--- config.mk ---
export PLATFORM = sky130hd
export DESIGN_NAME = pr_bridge_n
export DESIGN_NICKNAME = d
export VERILOG_FILES = /design/src/rtl/pr_bridge_n_pkg.sv /design/src/rtl/pr_bridge_n_irq_ctrl.sv /design/src/rtl/pr_bridge_n.sv
export SDC_FILE = /design/constraint.sdc
export NUM_CORES = 1
export LEC_CHECK = 0
export CORE_ASPECT_RATIO = 0.6
export CORE_MARGIN = 1
export CORE_UTILIZATION = 36
export CTS_BUF_LIST = sky130_fd_sc_hd__clkbuf_4 sky130_fd_sc_hd__clkbuf_8
export DETAILED_ROUTE_END_ITERATION = 16
export HOLD_SLACK_MARGIN = 0.03
export PLACE_DENSITY = 0.86
export SYNTH_ARGS = -nofsm -noshare
export SYNTH_HDL_FRONTEND = slang
export SYNTH_HIERARCHICAL = 1
export SYNTH_SLANG_ARGS = --single-unit
export TNS_END_PERCENT = 10
--- constraint.sdc ---
create_clock -name clk -period 8.1 [get_ports clk]
set_clock_uncertainty 0.05 [all_clocks]
set_input_delay 1.62 -clock clk [delete_from_list [all_inputs] [get_ports clk]]
set_output_delay 1.62 -clock clk [all_outputs]
set_load 0.1 [all_outputs]
--- src/rtl/pr_bridge_n_pkg.sv ---
// Shared address map constants, ICTL register indices and decode helpers for the PR bridge.
package pr_bridge_n_pkg;

   localparam logic [63:0]  DEV_BASE_DEF  = {32'h0000_7f10, 32'h0000_7f00};
   localparam logic [31:0]  ICTL_BASE_DEF = 32'h0000_7f20;
   localparam int unsigned  ICTL_BYTES    = 12;
   localparam int unsigned  MAX_DEV       = 5;

   // Word index of a register inside the interrupt-controller window.
   typedef enum logic [1:0] {
      REG_PENDING = 2'd0,
      REG_MASK    = 2'd1,
      REG_ERR     = 2'd2
   } ictl_reg_e;

   // Extra top bit keeps windows near the top of the address space from wrapping.
   function automatic logic in_window(input logic [31:0] wa, input logic [31:0] base,
                                      input int unsigned bytes);
      logic [32:0] lo;
      logic [32:0] hi;
      lo = {1'b0, base};
      hi = lo + 33'(bytes);
      return ({1'b0, wa} >= lo) && ({1'b0, wa} < hi);
   endfunction

   function automatic bit spans_overlap(input logic [31:0] base_a, input int unsigned bytes_a,
                                        input logic [31:0] base_b, input int unsigned bytes_b);
      logic [32:0] a_lo;
      logic [32:0] b_lo;
      a_lo = {1'b0, base_a};
      b_lo = {1'b0, base_b};
      return (a_lo < b_lo + 33'(bytes_b)) && (b_lo < a_lo + 33'(bytes_a));
   endfunction

endpackage

--- src/rtl/pr_bridge_n_irq_ctrl.sv ---
// Interrupt controller: source synchroniser, level/edge pending logic, mask register and
// registered hwint outputs towards CP0.
module pr_irq_ctrl
   import pr_bridge_n_pkg::*;
#(
   parameter int              N_SRC    = 3,
   parameter logic [N_SRC-1:0] IRQ_EDGE = '0
) (
   input  logic             clk,
   input  logic             reset,
   input  logic [N_SRC-1:0] src,
   input  logic             w1c,
   input  logic             mask_we,
   input  logic             mask_be,
   input  logic [N_SRC-1:0] wd,
   output logic [N_SRC-1:0] pending,
   output logic [N_SRC-1:0] mask,
   output logic [5:0]       hwint
);

   logic [N_SRC-1:0] src_q;
   logic [N_SRC-1:0] src_qq;
   logic [N_SRC-1:0] edge_q;
   logic [N_SRC-1:0] edge_nxt;
   logic [N_SRC-1:0] pend_nxt;
   logic [N_SRC-1:0] mask_nxt;
   logic [N_SRC-1:0] hw_q;
   logic [N_SRC-1:0] set;
   logic [N_SRC-1:0] clr;

   // A new edge in the same cycle as a W1C keeps the bit set.
   always_comb begin
      set      = src_q & ~src_qq;
      clr      = w1c ? wd : '0;
      edge_nxt = ((edge_q & ~clr) | set) & IRQ_EDGE;
      for (int k = 0; k < N_SRC; k++) begin
         pend_nxt[k] = IRQ_EDGE[k] ? edge_nxt[k] : src_q[k];
         pending[k]  = IRQ_EDGE[k] ? edge_q[k]   : src_q[k];
      end
      mask_nxt = (mask_we && mask_be) ? wd : mask;
      hwint    = '0;
      hwint[N_SRC-1:0] = hw_q;
   end

   always_ff @(posedge clk) begin
      if (reset) begin
         src_q  <= '0;
         src_qq <= '0;
         edge_q <= '0;
         mask   <= '1;
         hw_q   <= '0;
      end else begin
         src_q  <= src;
         src_qq <= src_q;
         edge_q <= edge_nxt;
         mask   <= mask_nxt;
         hw_q   <= pend_nxt & mask_nxt;
      end
   end

endmodule

--- src/rtl/pr_bridge_n.sv ---
// PR peripheral-port bridge: decodes CPU addresses onto N_DEV device windows plus the
// interrupt-controller registers, forwards writes and returns registered read data.
module pr_bridge_n
   import pr_bridge_n_pkg::*;
#(
   parameter int                  N_DEV     = 2,
   parameter logic [32*N_DEV-1:0] DEV_BASE  = DEV_BASE_DEF,
   parameter int                  DEV_WORDS = 4,
   parameter logic [31:0]         ICTL_BASE = ICTL_BASE_DEF,
   parameter logic [N_DEV:0]      IRQ_EDGE  = '0
) (
   input  logic                  clk,
   input  logic                  reset,
   input  logic [31:0]           pr_a,
   input  logic                  pr_we,
   input  logic                  pr_re,
   input  logic [3:0]            pr_be,
   input  logic [31:0]           pr_wd,
   output logic [31:0]           pr_rd,
   output logic                  pr_rvalid,
   output logic [31:0]           dev_a,
   output logic [N_DEV-1:0]      dev_we,
   output logic [3:0]            dev_be,
   output logic [31:0]           dev_wd,
   input  logic [32*N_DEV-1:0]   dev_rd,
   input  logic [N_DEV-1:0]      dev_irq,
   input  logic                  ext_int,
   output logic [5:0]            hwint,
   output logic                  bus_err
);

   localparam int unsigned DEV_BYTES = 4 * DEV_WORDS;

   function automatic bit windows_clash();
      bit clash;
      clash = 1'b0;
      for (int i = 0; i < N_DEV; i++) begin
         if (spans_overlap(DEV_BASE[32*i +: 32], DEV_BYTES, ICTL_BASE, ICTL_BYTES)) clash = 1'b1;
         for (int j = i + 1; j < N_DEV; j++) begin
            if (spans_overlap(DEV_BASE[32*i +: 32], DEV_BYTES, DEV_BASE[32*j +: 32], DEV_BYTES))
               clash = 1'b1;
         end
      end
      return clash;
   endfunction

   localparam bit WINDOW_CLASH = windows_clash();

   if (WINDOW_CLASH) begin : g_window_clash
      $error("pr_bridge_n: address windows overlap");
   end
   if (N_DEV < 1 || N_DEV > MAX_DEV) begin : g_bad_ndev
      $error("pr_bridge_n: N_DEV out of range");
   end

   logic [31:0]      wa;
   logic [N_DEV-1:0] sel;
   logic             dev_hit;
   logic             ictl_hit;
   logic [31:0]      dev_base_sel;
   logic [31:0]      dev_rd_sel;
   logic [31:0]      ictl_off;
   ictl_reg_e        ictl_idx;
   logic             ictl_wr;
   logic             unmapped;
   logic             err_clr;
   logic [31:0]      rd_nxt;
   logic [N_DEV:0]   pending;
   logic [N_DEV:0]   mask;
   logic             unused_ok;

   assign wa = {pr_a[31:2], 2'b00};

   // Scan from index 0 upward so the lowest device wins if windows ever overlap.
   always_comb begin
      sel          = '0;
      dev_hit      = 1'b0;
      dev_base_sel = '0;
      dev_rd_sel   = '0;
      for (int i = 0; i < N_DEV; i++) begin
         if (!dev_hit && in_window(wa, DEV_BASE[32*i +: 32], DEV_BYTES)) begin
            sel[i]       = 1'b1;
            dev_hit      = 1'b1;
            dev_base_sel = DEV_BASE[32*i +: 32];
            dev_rd_sel   = dev_rd[32*i +: 32];
         end
      end
      ictl_hit = !dev_hit && in_window(wa, ICTL_BASE, ICTL_BYTES);
   end

   assign ictl_off = wa - ICTL_BASE;
   assign ictl_idx = ictl_reg_e'(ictl_off[3:2]);
   assign ictl_wr  = pr_we && ictl_hit;
   assign err_clr  = ictl_wr && (ictl_idx == REG_ERR);
   assign unmapped = (pr_we || pr_re) && !dev_hit && !ictl_hit;

   assign dev_a  = wa - dev_base_sel;
   assign dev_we = pr_we ? sel : '0;
   assign dev_be = pr_be;
   assign dev_wd = pr_wd;

   always_comb begin
      rd_nxt = '0;
      if (dev_hit) begin
         rd_nxt = dev_rd_sel;
      end else if (ictl_hit) begin
         case (ictl_idx)
            REG_PENDING: rd_nxt[N_DEV:0] = pending;
            REG_MASK:    rd_nxt[N_DEV:0] = mask;
            REG_ERR:     rd_nxt[0]       = bus_err;
            default:     rd_nxt          = '0;
         endcase
      end
   end

   // A fresh unmapped access outranks a same-cycle ERR clear.
   always_ff @(posedge clk) begin
      if (reset) begin
         pr_rd     <= '0;
         pr_rvalid <= 1'b0;
         bus_err   <= 1'b0;
      end else begin
         pr_rvalid <= pr_re;
         if (pr_re) pr_rd <= rd_nxt;
         if (unmapped)     bus_err <= 1'b1;
         else if (err_clr) bus_err <= 1'b0;
      end
   end

   pr_irq_ctrl #(
      .N_SRC    (N_DEV + 1),
      .IRQ_EDGE (IRQ_EDGE)
   ) u_irq (
      .clk     (clk),
      .reset   (reset),
      .src     ({ext_int, dev_irq}),
      .w1c     (ictl_wr && (ictl_idx == REG_PENDING)),
      .mask_we (ictl_wr && (ictl_idx == REG_MASK)),
      .mask_be (pr_be[0]),
      .wd      (pr_wd[N_DEV:0]),
      .pending (pending),
      .mask    (mask),
      .hwint   (hwint)
   );

   assign unused_ok = ^{pr_a[1:0], ictl_off[31:4], ictl_off[1:0]};

endmodule

======== Word-level counts from Yosys, hierarchy flattened ========
Cells that the tools add are included.
word-level totals
  RAM bits ................................ 0
  bits in latches ......................... 0
  bits in registers ....................... 43
  memories kept ........................... 0
  output and inout port bits .............. 110
  memory bits (read-only) ................. 0
  logic and storage cells ................. 49
cells by class
  equality and inequality tests ........... 2
  div/mod/pow operators ................... 0
  shifts and indexed selects .............. 0
  order comparisons ....................... 6
  $mul .................................... 0
  reductions and logical operators ........ 17
  bitwise operators ....................... 1
  muxes and demuxes ....................... 15
  $add $sub $neg .......................... 2
operators with widths
  cell                  number
  $mux 32               4
  $ge 32x15->1 const B  3
  $lt 32x15->1 const B  3
  $sub 32x32->32        1
  $mux 15               1
  $logic_and 1x1->1     11
  $mux 3                2
  $mux 1                5
  $pmux 2 s2            1
  $sub 4x1->4 const B   1
  $and 3x3->3           1
  $logic_not 1->1       3
  $pmux 1 s3            1
  $eq 2x1->1 const B    1
  $eq 2x2->1 const B    1
  $logic_not 2->1       1
  $mux 2                1
  $reduce_bool 2->1     1
  $logic_or 1x1->1      1

======== Logic depth before layout (Yosys ltp) ========
  word-level depth ........................ 13
  gate-level depth with buffers ........... 13
  mapped depth without buffers ............ 12

======== By module ========
The synthesis kept the hierarchy.
by module, submodules not included
  module       cells an instance  area an instance (sq um)  instances  seq. area each (sq um)
  pr_bridge_n  359                3,124.2                   1          680.7
  pr_irq_ctrl  31                 337.8                     1          180.2

======== Least setup slack after synthesis ========
No wires, ideal clock.
  path type ............................... input port to output port
  start point ............................. in pr_a[21]
  end point ............................... out dev_a[26]
  required time ........................... 6.430 ns
  slack ................................... -0.259 ns
  arrival time ............................ 6.689 ns
  buffers on the path ..................... 1
  stages on the path ...................... 13
  path through ............................ or4_4 or4_4 nor4_4 buf_6 inv_2 nor2_1 ha_1 ha_1 or3b_2 a221o_1 o21ai_1 nand3_1 xnor2_1
between the ends
  cells in the longest elaborated chain, start to end .. 7
  elaborated cells on any way between the ends .. 12
  those cells by class .................... 1 x add/sub; 4 x order compare; 3 x mux; 4 x reduce/logical
ends and longest elaborated chain
  element                                       line                   RTL
  from (decl)                                   pr_bridge_n.sv:14      input logic [31:0] pr_a,
  $ge 32x15->1 or $lt 32x15->1 (tied branches)  pr_bridge_n_pkg.sv:23  return ({1'b0, wa} >= lo) && ({1'b0, wa} < hi);
  $logic_and 1x1->1                             pr_bridge_n_pkg.sv:23
  $mux 1                                        pr_bridge_n.sv:81      if (!dev_hit && in_window(wa, DEV_BASE[32*i +: 32], DEV_BYTES)) begin
  $logic_not 1->1                               pr_bridge_n.sv:81
  $logic_and 1x1->1                             pr_bridge_n.sv:81
  $mux 32                                       pr_bridge_n.sv:81
  $sub 32x32->32 (*)                            pr_bridge_n.sv:97      assign dev_a = wa - dev_base_sel;
  to (decl)                                     pr_bridge_n.sv:21      output logic [31:0] dev_a,
Every way passes the cells marked *; elsewhere a longest branch is shown, timed or not.

======== Worst setup path after layout ========
  start point ............................. in pr_a[21]
  end point ............................... out dev_a[28]
Same word-level chain as after synthesis.

==> qor.csv <==
metric;value;unit
status;complete, no violations;
period_minus_slack;7.63;ns
fin_crit_sh;94.1;%
wl;10200;um
synth_cells;389;
initial_utilization;37.3;%
clock-sinks;43;
antenna_left;0;
min_path_cells;2;
tns;0;ns
final_max_slew_viol_count;0;
post_cts_resized;0;
fp.dieH;77.9;um
rows;27;
die_w;128;um
synth.avg_cell_area;8.87;um^2
setup_viol;0;
cp-start-kind;input pin;
clk_pin_slew;0.08;ns
reg2regPathDepth;4;
dp_hpwl;7950;um
crit_fanout;8;
arrival;5.96;ns
fmax;131;MHz
crit_slowest_cell;or4_4;
area_growth;51.4;%
critical_path_class;in -> out;
port_buffers;177;
p_leak;1.86;nW
max_slew_margin;32.8;%
fill_cells;818;
htree_levels;2;
maxCapViolCount;0;
worstHoldPathType;reg -> reg;
root_buffer;clkbuf_8;
drt-wirelength-per-cell;15.7;um
coreArea;0.00926;mm^2
place_congestion;0.855;
antenna_found_initial;0;
grt_max_degree;44;
crit_required;6.43;ns
drt_first_iter_violations;102;
die-area;0.0100;mm^2
diodes;0;
io_pins;249;
cts_made_buffers;5;
ctsHoldBuffers;0;
finalNetCount;667;
max_stage_delay;0.58;ns
rsz0062_at_grt;no;
grt_pass1_vias;3278;
finalPower;0.653;mW
post_cts_buffers;0;
setup_slack;0.474;ns
drive_above_1_share;28.1;%
vias;3243;
dp_slack;0.536;ns
netlist_area;0.00345;mm^2
peakVddDrop;0.0761;mV
critPathCaptureType;output port;
grt-ovfl-total;0;
path_cells;clkdlybuf4s50_1, or4_4, or4_4, nor4_4, inv_2, nor2_1, ha_1, ha_1, or3b_2, a221o_1, o21ai_1, buf_4, nand3_1, xnor2_1, buf_12;
tightestPinTransition;1.00;ns
hold_viol;0;
grt_pass1_wl;16000;um
clockBufferDepth;2;
grtUsageTotal;20.1;%
placed_area;0.00512;mm^2
stdcell_area;0.00523;mm^2
first_pass_iters;4;
instances_no_fill;650;
drc;0;
yosys_warnings;6;
power_density;125;mW/mm^2
clock_latency;0.30;ns
tritoncts;built;
placed_cells;642;
via_per_inst;4.99;
## cell type report
class                           instances  area, um^2  area share, %
Multi-Input combinational cell        277        2120           40.6
Timing Repair Buffer                  183        1940           37.1
Sequential cell                        43         861           16.5
Tap cell                              130         163           3.11
Clock buffer                            8         104           1.99
Inverter                                9        33.8          0.646
## registers in the layout, indices dropped and copies added (netlist names)
name / count
pr_rd: 32
u_irq/mask: 3
pr_rvalid: 1
u_irq/pending: 3
u_irq/hw_q: 3
bus_err: 1
## worst max-delay path, delay by kind of cell
family | cells | cell delay (ns)
AND/OR/NAND/NOR | 6 | 2.06
adder cells (fa/ha/maj) | 2 | 0.37
buffers and inverters | 4 | 1.01
AO/OA/AOI/OAI | 2 | 0.57
XOR/XNOR | 1 | 0.32
## metal layers
metal	wire length, um	global-route usage [%]	share of wire [%]	up-vias
met3	702	6.34	6.9	9
met2	4840	34.5	47	131
met1	4580	24.8	45	1530
li1	-	-	-	1573
met4	93	3.53	0.91	0
met5	0	0	0	-
## path summary, 6_finish.rpt
check	start	end	slack [ns]
max	pr_a[21]	dev_a[28]	0.47
min	pr_rd[27]	pr_rd[27]	0.42
max reg2reg	u_irq/mask[0]	pr_rd[0]	7.02
min reg2reg	pr_rd[27]	pr_rd[27]	0.42
## cell usage in the layout, fill, tap and decap left out, types with 3 or more instances in the layout
cell type,count
xor2_1,12
nand3_1,8
mux2_2,32
nand2_1,41
buf_12,17
clkbuf_8,7
nor2_1,18
clkdlybuf4s50_1,145
a21oi_1,12
nor2b_1,4
conb_1,5
buf_4,18
nor4_1,5
a21bo_1,3
a21oi_2,31
buf_2,3
mux2i_1,3
nand3_2,28
nand2b_1,4
dfxtp_1,43
nor3_1,8
xnor2_1,12
inv_1,8
nand3b_1,5
ha_1,9
## power by group
group | switching [mW] | total (mW) | internal [mW]
logic | 0.177 | 0.283 | 0.106
clock network | 0.0732 | 0.154 | 0.0813
registers | 0.00122 | 0.215 | 0.214
## metrics by stage
step           hold WS, ns  util [%]
2_1_floorplan        0.389         -
3_3_place_gp         0.390      55.4
3_5_place_dp         0.406      55.4
4_1_cts              0.422      56.5
5_1_grt              0.435      56.5
6_report             0.422      56.5
(Power assumes the default switching activity.)
